===== src/rtl/calculator_pkg.sv =====
// calculator_pkg: shared calculator widths plus result packing types.
// Provides DATA_W, MEM_WORD_SIZE, RESULT_SLOTS, slot_mask_t and pack_state_t.
package calculator_pkg;
    localparam int DATA_W        = 32;
    localparam int MEM_WORD_SIZE = 64;
    localparam int RESULT_SLOTS  = MEM_WORD_SIZE / DATA_W;

    typedef logic [RESULT_SLOTS-1:0] slot_mask_t;

    typedef enum logic [1:0] {EMPTY, FILLING, FLUSH_WAIT} pack_state_t;
endpackage


===== src/rtl/result_pack_buffer_if.sv =====
// result_pack_buffer_if: ALU result input stream and packed-word output stream.
// Signals: result/in_valid/in_ready/flush (input side),
//          buffer/slot_mask/out_valid/out_ready (output side), fill_cnt (status).
// Modports: slave = packing block, master = producer/consumer environment.
interface result_pack_buffer_if #(
    parameter int DATA_W = calculator_pkg::DATA_W,
    parameter int OUT_W  = calculator_pkg::MEM_WORD_SIZE,
    localparam int SLOTS = OUT_W / DATA_W,
    localparam int CW    = $clog2(SLOTS)
);
    logic [DATA_W-1:0] result;
    logic              in_valid;
    logic              in_ready;
    logic              flush;
    logic [OUT_W-1:0]  buffer;
    logic [SLOTS-1:0]  slot_mask;
    logic              out_valid;
    logic              out_ready;
    logic [CW-1:0]     fill_cnt;

    modport slave (
        input  result, in_valid, flush, out_ready,
        output in_ready, buffer, slot_mask, out_valid, fill_cnt
    );

    modport master (
        output result, in_valid, flush, out_ready,
        input  in_ready, buffer, slot_mask, out_valid, fill_cnt
    );
endinterface


===== src/rtl/result_pack_ctrl.sv =====
// result_pack_ctrl: fill counter, packing FSM, pending flush and in_ready.
// Ports: clk_i/rst_i (async active-high), in_valid, flush, out_valid, out_ready in;
//        in_ready, accept (result taken), emit (word moves to output), fill_cnt out.
module result_pack_ctrl
    import calculator_pkg::*;
#(
    parameter int SLOTS = RESULT_SLOTS,
    localparam int CW   = $clog2(SLOTS)
) (
    input  logic          clk_i,
    input  logic          rst_i,
    input  logic          in_valid,
    input  logic          flush,
    input  logic          out_valid,
    input  logic          out_ready,
    output logic          in_ready,
    output logic          accept,
    output logic          emit,
    output logic [CW-1:0] fill_cnt
);
    pack_state_t state;
    logic        out_free;
    logic        last;
    logic        has_data;
    logic        flush_req;

    // in_ready depends combinationally on out_ready; consumers must not loop it back.
    always_comb begin
        out_free  = !out_valid || out_ready;
        last      = fill_cnt == CW'(SLOTS - 1);
        in_ready  = state != FLUSH_WAIT && !(last && !out_free);
        accept    = in_valid && in_ready;
        has_data  = fill_cnt != '0 || accept;
        flush_req = flush || state == FLUSH_WAIT;
        emit      = (accept && last) || (flush_req && out_free && has_data);
    end

    // A flush with data that does not emit can only mean the output is busy.
    always_ff @(posedge clk_i or posedge rst_i) begin
        if (rst_i) begin
            state    <= EMPTY;
            fill_cnt <= '0;
        end else begin
            fill_cnt <= emit ? '0 : accept ? fill_cnt + CW'(1) : fill_cnt;
            state    <= emit ? EMPTY :
                        ((flush && has_data) || state == FLUSH_WAIT) ? FLUSH_WAIT :
                        has_data ? FILLING : EMPTY;
        end
    end
endmodule


===== src/rtl/result_pack_buffer.sv =====
// result_pack_buffer: packs DATA_W results into OUT_W words with occupancy mask.
// Ports: clk_i, rst_i (async active-high), bus (result_pack_buffer_if.slave).
// Build option: RESULT_BUF_MSB_FIRST_EN fills slots from the top slot downwards.
module result_pack_buffer
    import calculator_pkg::*;
#(
    parameter int DATA_W = calculator_pkg::DATA_W,
    parameter int OUT_W  = calculator_pkg::MEM_WORD_SIZE,
    localparam int SLOTS = OUT_W / DATA_W,
    localparam int CW    = $clog2(SLOTS)
) (
    input logic                clk_i,
    input logic                rst_i,
    result_pack_buffer_if.slave bus
);
    if (OUT_W % DATA_W != 0 || SLOTS < 2) begin : g_bad_cfg
        $error("result_pack_buffer: OUT_W must be a multiple of DATA_W with at least 2 slots");
    end

`ifdef RESULT_BUF_MSB_FIRST_EN
    localparam bit MSB_FIRST = 1'b1;
`else
    localparam bit MSB_FIRST = 1'b0;
`endif

    logic             accept;
    logic             emit;
    logic [CW-1:0]    ptr;
    logic [CW:0]      n;
    logic [OUT_W-1:0] pack;
    logic [OUT_W-1:0] word;
    logic [SLOTS-1:0] mask_n;

    result_pack_ctrl #(.SLOTS(SLOTS)) u_ctrl (
        .clk_i     (clk_i),
        .rst_i     (rst_i),
        .in_valid  (bus.in_valid),
        .flush     (bus.flush),
        .out_valid (bus.out_valid),
        .out_ready (bus.out_ready),
        .in_ready  (bus.in_ready),
        .accept    (accept),
        .emit      (emit),
        .fill_cnt  (bus.fill_cnt)
    );

    // word is the pack register including this cycle's accepted result; unused
    // slots are already zero because pack clears on every emit.
    always_comb begin
        ptr  = MSB_FIRST ? CW'(SLOTS - 1) - bus.fill_cnt : bus.fill_cnt;
        word = pack;
        if (accept)
            word[int'(ptr)*DATA_W +: DATA_W] = bus.result;
        n = {1'b0, bus.fill_cnt} + (CW+1)'(accept);
        for (int i = 0; i < SLOTS; i++)
            mask_n[i] = MSB_FIRST ? (i >= SLOTS - int'(n)) : (i < int'(n));
    end

    always_ff @(posedge clk_i or posedge rst_i) begin
        if (rst_i) begin
            pack          <= '0;
            bus.buffer    <= '0;
            bus.slot_mask <= '0;
            bus.out_valid <= 1'b0;
        end else begin
            pack <= emit ? '0 : word;
            if (emit) begin
                bus.buffer    <= word;
                bus.slot_mask <= mask_n;
                bus.out_valid <= 1'b1;
            end else if (bus.out_ready) begin
                bus.out_valid <= 1'b0;
            end
        end
    end
endmodule


===== src/flat_wrapper.sv =====
// flat-port wrapper written by rule: the top's interface ports become plain ports
module result_pack_buffer_flat import calculator_pkg::*;
#(
    parameter int DATA_W = calculator_pkg::DATA_W,
    parameter int OUT_W  = calculator_pkg::MEM_WORD_SIZE,
    localparam int SLOTS = OUT_W / DATA_W,
    localparam int CW    = $clog2(SLOTS)
)
  (clk_i, rst_i, bus_result, bus_in_valid, bus_flush, bus_out_ready, bus_in_ready, bus_buffer, bus_slot_mask, bus_out_valid, bus_fill_cnt);
  result_pack_buffer_if #(.DATA_W(DATA_W), .OUT_W(OUT_W)) bus_i ();
  input logic clk_i;
  input logic rst_i;
  input wire logic [$bits(bus_i.result)-1:0] bus_result;
  input wire logic [$bits(bus_i.in_valid)-1:0] bus_in_valid;
  input wire logic [$bits(bus_i.flush)-1:0] bus_flush;
  input wire logic [$bits(bus_i.out_ready)-1:0] bus_out_ready;
  output wire logic [$bits(bus_i.in_ready)-1:0] bus_in_ready;
  output wire logic [$bits(bus_i.buffer)-1:0] bus_buffer;
  output wire logic [$bits(bus_i.slot_mask)-1:0] bus_slot_mask;
  output wire logic [$bits(bus_i.out_valid)-1:0] bus_out_valid;
  output wire logic [$bits(bus_i.fill_cnt)-1:0] bus_fill_cnt;
  assign bus_i.result = bus_result;
  assign bus_i.in_valid = bus_in_valid;
  assign bus_i.flush = bus_flush;
  assign bus_i.out_ready = bus_out_ready;
  assign bus_in_ready = bus_i.in_ready;
  assign bus_buffer = bus_i.buffer;
  assign bus_slot_mask = bus_i.slot_mask;
  assign bus_out_valid = bus_i.out_valid;
  assign bus_fill_cnt = bus_i.fill_cnt;
  result_pack_buffer #(.DATA_W(DATA_W), .OUT_W(OUT_W)) u_core (.clk_i(clk_i), .rst_i(rst_i), .bus(bus_i));
endmodule

===== config.mk =====
export PLATFORM = sky130hd
export DESIGN_NAME = result_pack_buffer_flat
export DESIGN_NICKNAME = d
export VERILOG_FILES = /design/src/rtl/calculator_pkg.sv /design/src/rtl/result_pack_buffer_if.sv /design/src/rtl/result_pack_ctrl.sv /design/src/rtl/result_pack_buffer.sv /design/src/flat_wrapper.sv
export SDC_FILE = /design/constraint.sdc
export NUM_CORES = 1
export LEC_CHECK = 0
export CAP_MARGIN = 5
export CORE_MARGIN = 1
export CORE_UTILIZATION = 55
export DETAILED_ROUTE_END_ITERATION = 10
export HOLD_SLACK_MARGIN = 0.1
export PLACE_DENSITY = 0.92
export SLEW_MARGIN = 20
export SYNTH_ARGS = -nofsm -noshare
export SYNTH_HDL_FRONTEND = slang
export SYNTH_HIERARCHICAL = 1
export SYNTH_SLANG_ARGS = --single-unit

===== constraint.sdc =====
create_clock -name clk_i -period 10.35 [get_ports clk_i]
set_clock_uncertainty 0.1 [all_clocks]
set_input_delay 1.035 -clock clk_i [delete_from_list [all_inputs] [get_ports clk_i]]
set_output_delay 1.035 -clock clk_i [all_outputs]
set_load 0.1 [all_outputs]

==> flow_summary.yaml <==
timing:
  max_freq_ghz: 0.236
  slew_headroom: 0.259
  final_hold_viol_count: 0
  period_share: 0.409
  drv_slew: 0
  setup_viol: 0
  setup_tns_ns: 0
  tightest_slew_ns: 1.11
  min_period_ns: 4.24
  rsz0062_at_grt: "false"
worst_setup_path:
  arrival_ns: 3.10
  cp_max_fo: 5
  path_cells: "clkdlybuf4s50_1 -> and2b_2 -> a21oi_1 -> clkdlybuf4s50_1"
  cpPeakStageDelay_ns: 1.14
  reg2reg_depth: 6
  critPathLaunchType: "primary input"
  end_kind: "output pin"
  critical_path.slowest_cell: "clkdlybuf4s50_1"
  crit_top_cell: "clkdlybuf4s50_1"
  crit_required_ns: 9.22
  r2r-start: "u_core/u_ctrl/fill_cnt"
  worstSetupPathType: "primary input to output pin"
  r2r_setup_slack_ns: 7.31
  rr_endpoint: "u_core/bus.buffer[57]"
grt:
  grt_max_degree: 105
  antenna_found_initial: 0
  grt_overflow_total: 0
  grt_pass1_vias: 3649
  track_usage: 0.242
  grt_pass1_wl_um: 17900
clock_network:
  numCtsBuffers: 17
  clock_latency_ns: 0.51
  cts_root_buf: "clkbuf_8"
  post_cts_resized: 0
  post_cts_buffers: 0
  clockBufferDepth: 2
  cts_max_level: 4
  cts.sinks: 134
  clk_pin_slew_worst_paths_ns: 0.06
  ctsHoldBuffers: 0
  cts_tree: "done"
synth:
  synth_edf_count: 0
  post_synth.cell_area_avg_um2: 11.5
  synth_top_cell_area_share: 0.647
  syn_area_um2: 5180
  ys_seq_elements: 134
  ys_warn_count: 6
  syn_inst: 452
  yosysSeqAreaShare: 0.647
  synth_area_leaders: "dfrtp_1 (65%), mux2i_1 (12%), nor2_1 (9.6%), a21oi_1 (6.8%), buf_12 (1.2%)"
  yosys_most_used_dff: "dfrtp_1"
  post-synth-top-area-cell: "dfrtp_1"
  syn_nets: 489
  yosysUniqueCellTypes: 26
  synthArstFlopShare: 1.00
layout:
  syn2layout_area_growth_pct: 32.4
  layout.nets: 586
  drive_gt1_frac: 0.0730
  num_antenna_cells: 0
floorplan:
  start_util: 0.563
  core_um2: 9200
  die_width_um: 99.1
  die_y_um: 99.1
  rows: 35
  num_io_pins: 106
  die_area_um2: 9810
drt:
  drtPass1Iterations: 4
  num_vias: 3582
  drcViolationCount: 0
  detail-route-antenna-nets: 0
  viasPerCell: 5.32
  drt_wl_total_um: 10900
  drt_iter0_markers: 176
  wl_per_cell_um: 16.1
status:
  status: "completed"
hold_path:
  hp-class: "register to register"
  worstHoldEndpoint: "u_core/pack[21]"
  holdCritStartpoint: "u_core/pack[21]"
  min_delay_path_depth: 2
placement:
  dpl.hpwl_um: 6820
  place.gp.congestion: 0.809
  port_buffers: 105
flow_run:
  cap_viol_max_count: 0
==> how the worst max path moves through the flow <==
stage / from / endpoint / slack (ns)
finish: bus_out_ready / bus_in_ready / 6.11
global placement: bus_out_ready / bus_in_ready / 6.13
CTS: bus_out_ready / bus_in_ready / 6.11
floorplan: rst_i / u_core/bus.buffer[0] / 5.72
detailed placement: bus_out_ready / bus_in_ready / 6.11
global route: bus_out_ready / bus_in_ready / 6.06
==> sequential cells by signal, indices dropped and copies added (netlist names) <==
register and flops:
u_core/bus.buffer 64, u_core/u_ctrl/fill_cnt 1, u_core/bus.out_valid 1, u_core/bus.slot_mask 2
u_core/u_ctrl/state 2, u_core/pack 64
==> cells in the final DEF, fill, tap and decap left out <==
master | synthesis | final
o31a_1 | 1 | 1
nand2_1 | 1 | 1
nor2_1 | 132 | 132
nand3_1 | 2 | 2
and2b_2 | 1 | 1
bufinv_16 | 0 | 5
clkinv_4 | 0 | 3
clkbuf_8 | 0 | 2
a21oi_1 | 70 | 69
a21oi_4 | 0 | 1
inv_4 | 0 | 1
a311oi_1 | 1 | 1
nand2b_4 | 1 | 2
nand2b_1 | 2 | 1
a21o_1 | 1 | 1
inv_1 | 5 | 4
nand2_2 | 1 | 1
mux2i_1 | 64 | 64
buf_4 | 3 | 3
clkbuf_16 | 0 | 16
o31ai_1 | 1 | 1
clkdlybuf4s50_1 | 0 | 105
nor2b_4 | 1 | 1
o22ai_2 | 1 | 1
clkinvlp_4 | 0 | 2
o21a_1 | 1 | 1
clkbuf_1 | 12 | 2
clkinv_2 | 0 | 2
o21ai_0 | 2 | 2
dfrtp_1 | 134 | 134
==> final cells by class <==
class	count	area [um^2]
multi-input cells	283	1640
clock buffers	20	435
inverters	5	21.3
well taps	111	139
repair buffers	108	1070
flip-flops and latches	134	3350
fillers	596	2340
clock inverters	12	201
==> per-layer routing <==
metal	vias up	wire, um	share of wire	GRT usage
met3	9	643	0.059	0.0844
met1	1771	4520	0.42	0.293
met5	-	0	0	0
met2	103	5600	0.52	0.408
li1	1699	-	-	-
met4	0	98	0.0090	0.0792
==> cells in the mapped netlist (2+ instances only) <==
library cell,instances
dfrtp_1,134
nor2_1,132
a21oi_1,70
mux2i_1,64
clkbuf_1,12
buf_2,8
inv_1,5
buf_12,3
buf_4,3
buf_1,2
nand2b_1,2
nand3_1,2
o21ai_0,2
==> stage by stage <==
| step | hold WS (ns) | setup slack [ns] | cell area [um^2] | cells | utilization |
|---|---|---|---|---|---|
| 2_1_floorplan | 0.385 | 5.72 | 5180 | 452 | - |
| 3_3_place_gp | 0.401 | 6.13 | 6220 | 641 | 0.676 |
| 3_5_place_dp | 0.409 | 6.11 | 6220 | 641 | 0.677 |
| 4_1_cts | 0.423 | 6.11 | 6860 | 673 | 0.746 |
| 5_1_grt | 0.443 | 6.06 | 6860 | 673 | 0.746 |
| 6_report | 0.415 | 6.11 | 6860 | 673 | 0.746 |
==> cell families after synthesis <==
group	after synthesis	share of synthesized area
and+or+nand+nor	141	0.109
DFF	134	0.647
AOI/OAI and AO/OA	78	0.0797
muxes	64	0.124
buffers and inverters	35	0.0406
==> worst max-delay path: cells and delay by family <==
| family | cells | cell delay [ns] |
|---|---|---|
| buf+inv | 2 | 1.64 |
| simple gates | 1 | 0.27 |
| compound gates | 1 | 0.15 |
Power is left out: the tool's default activity adds up to more than one toggle a clock period on the data nets, which glitch-free logic cannot reach.
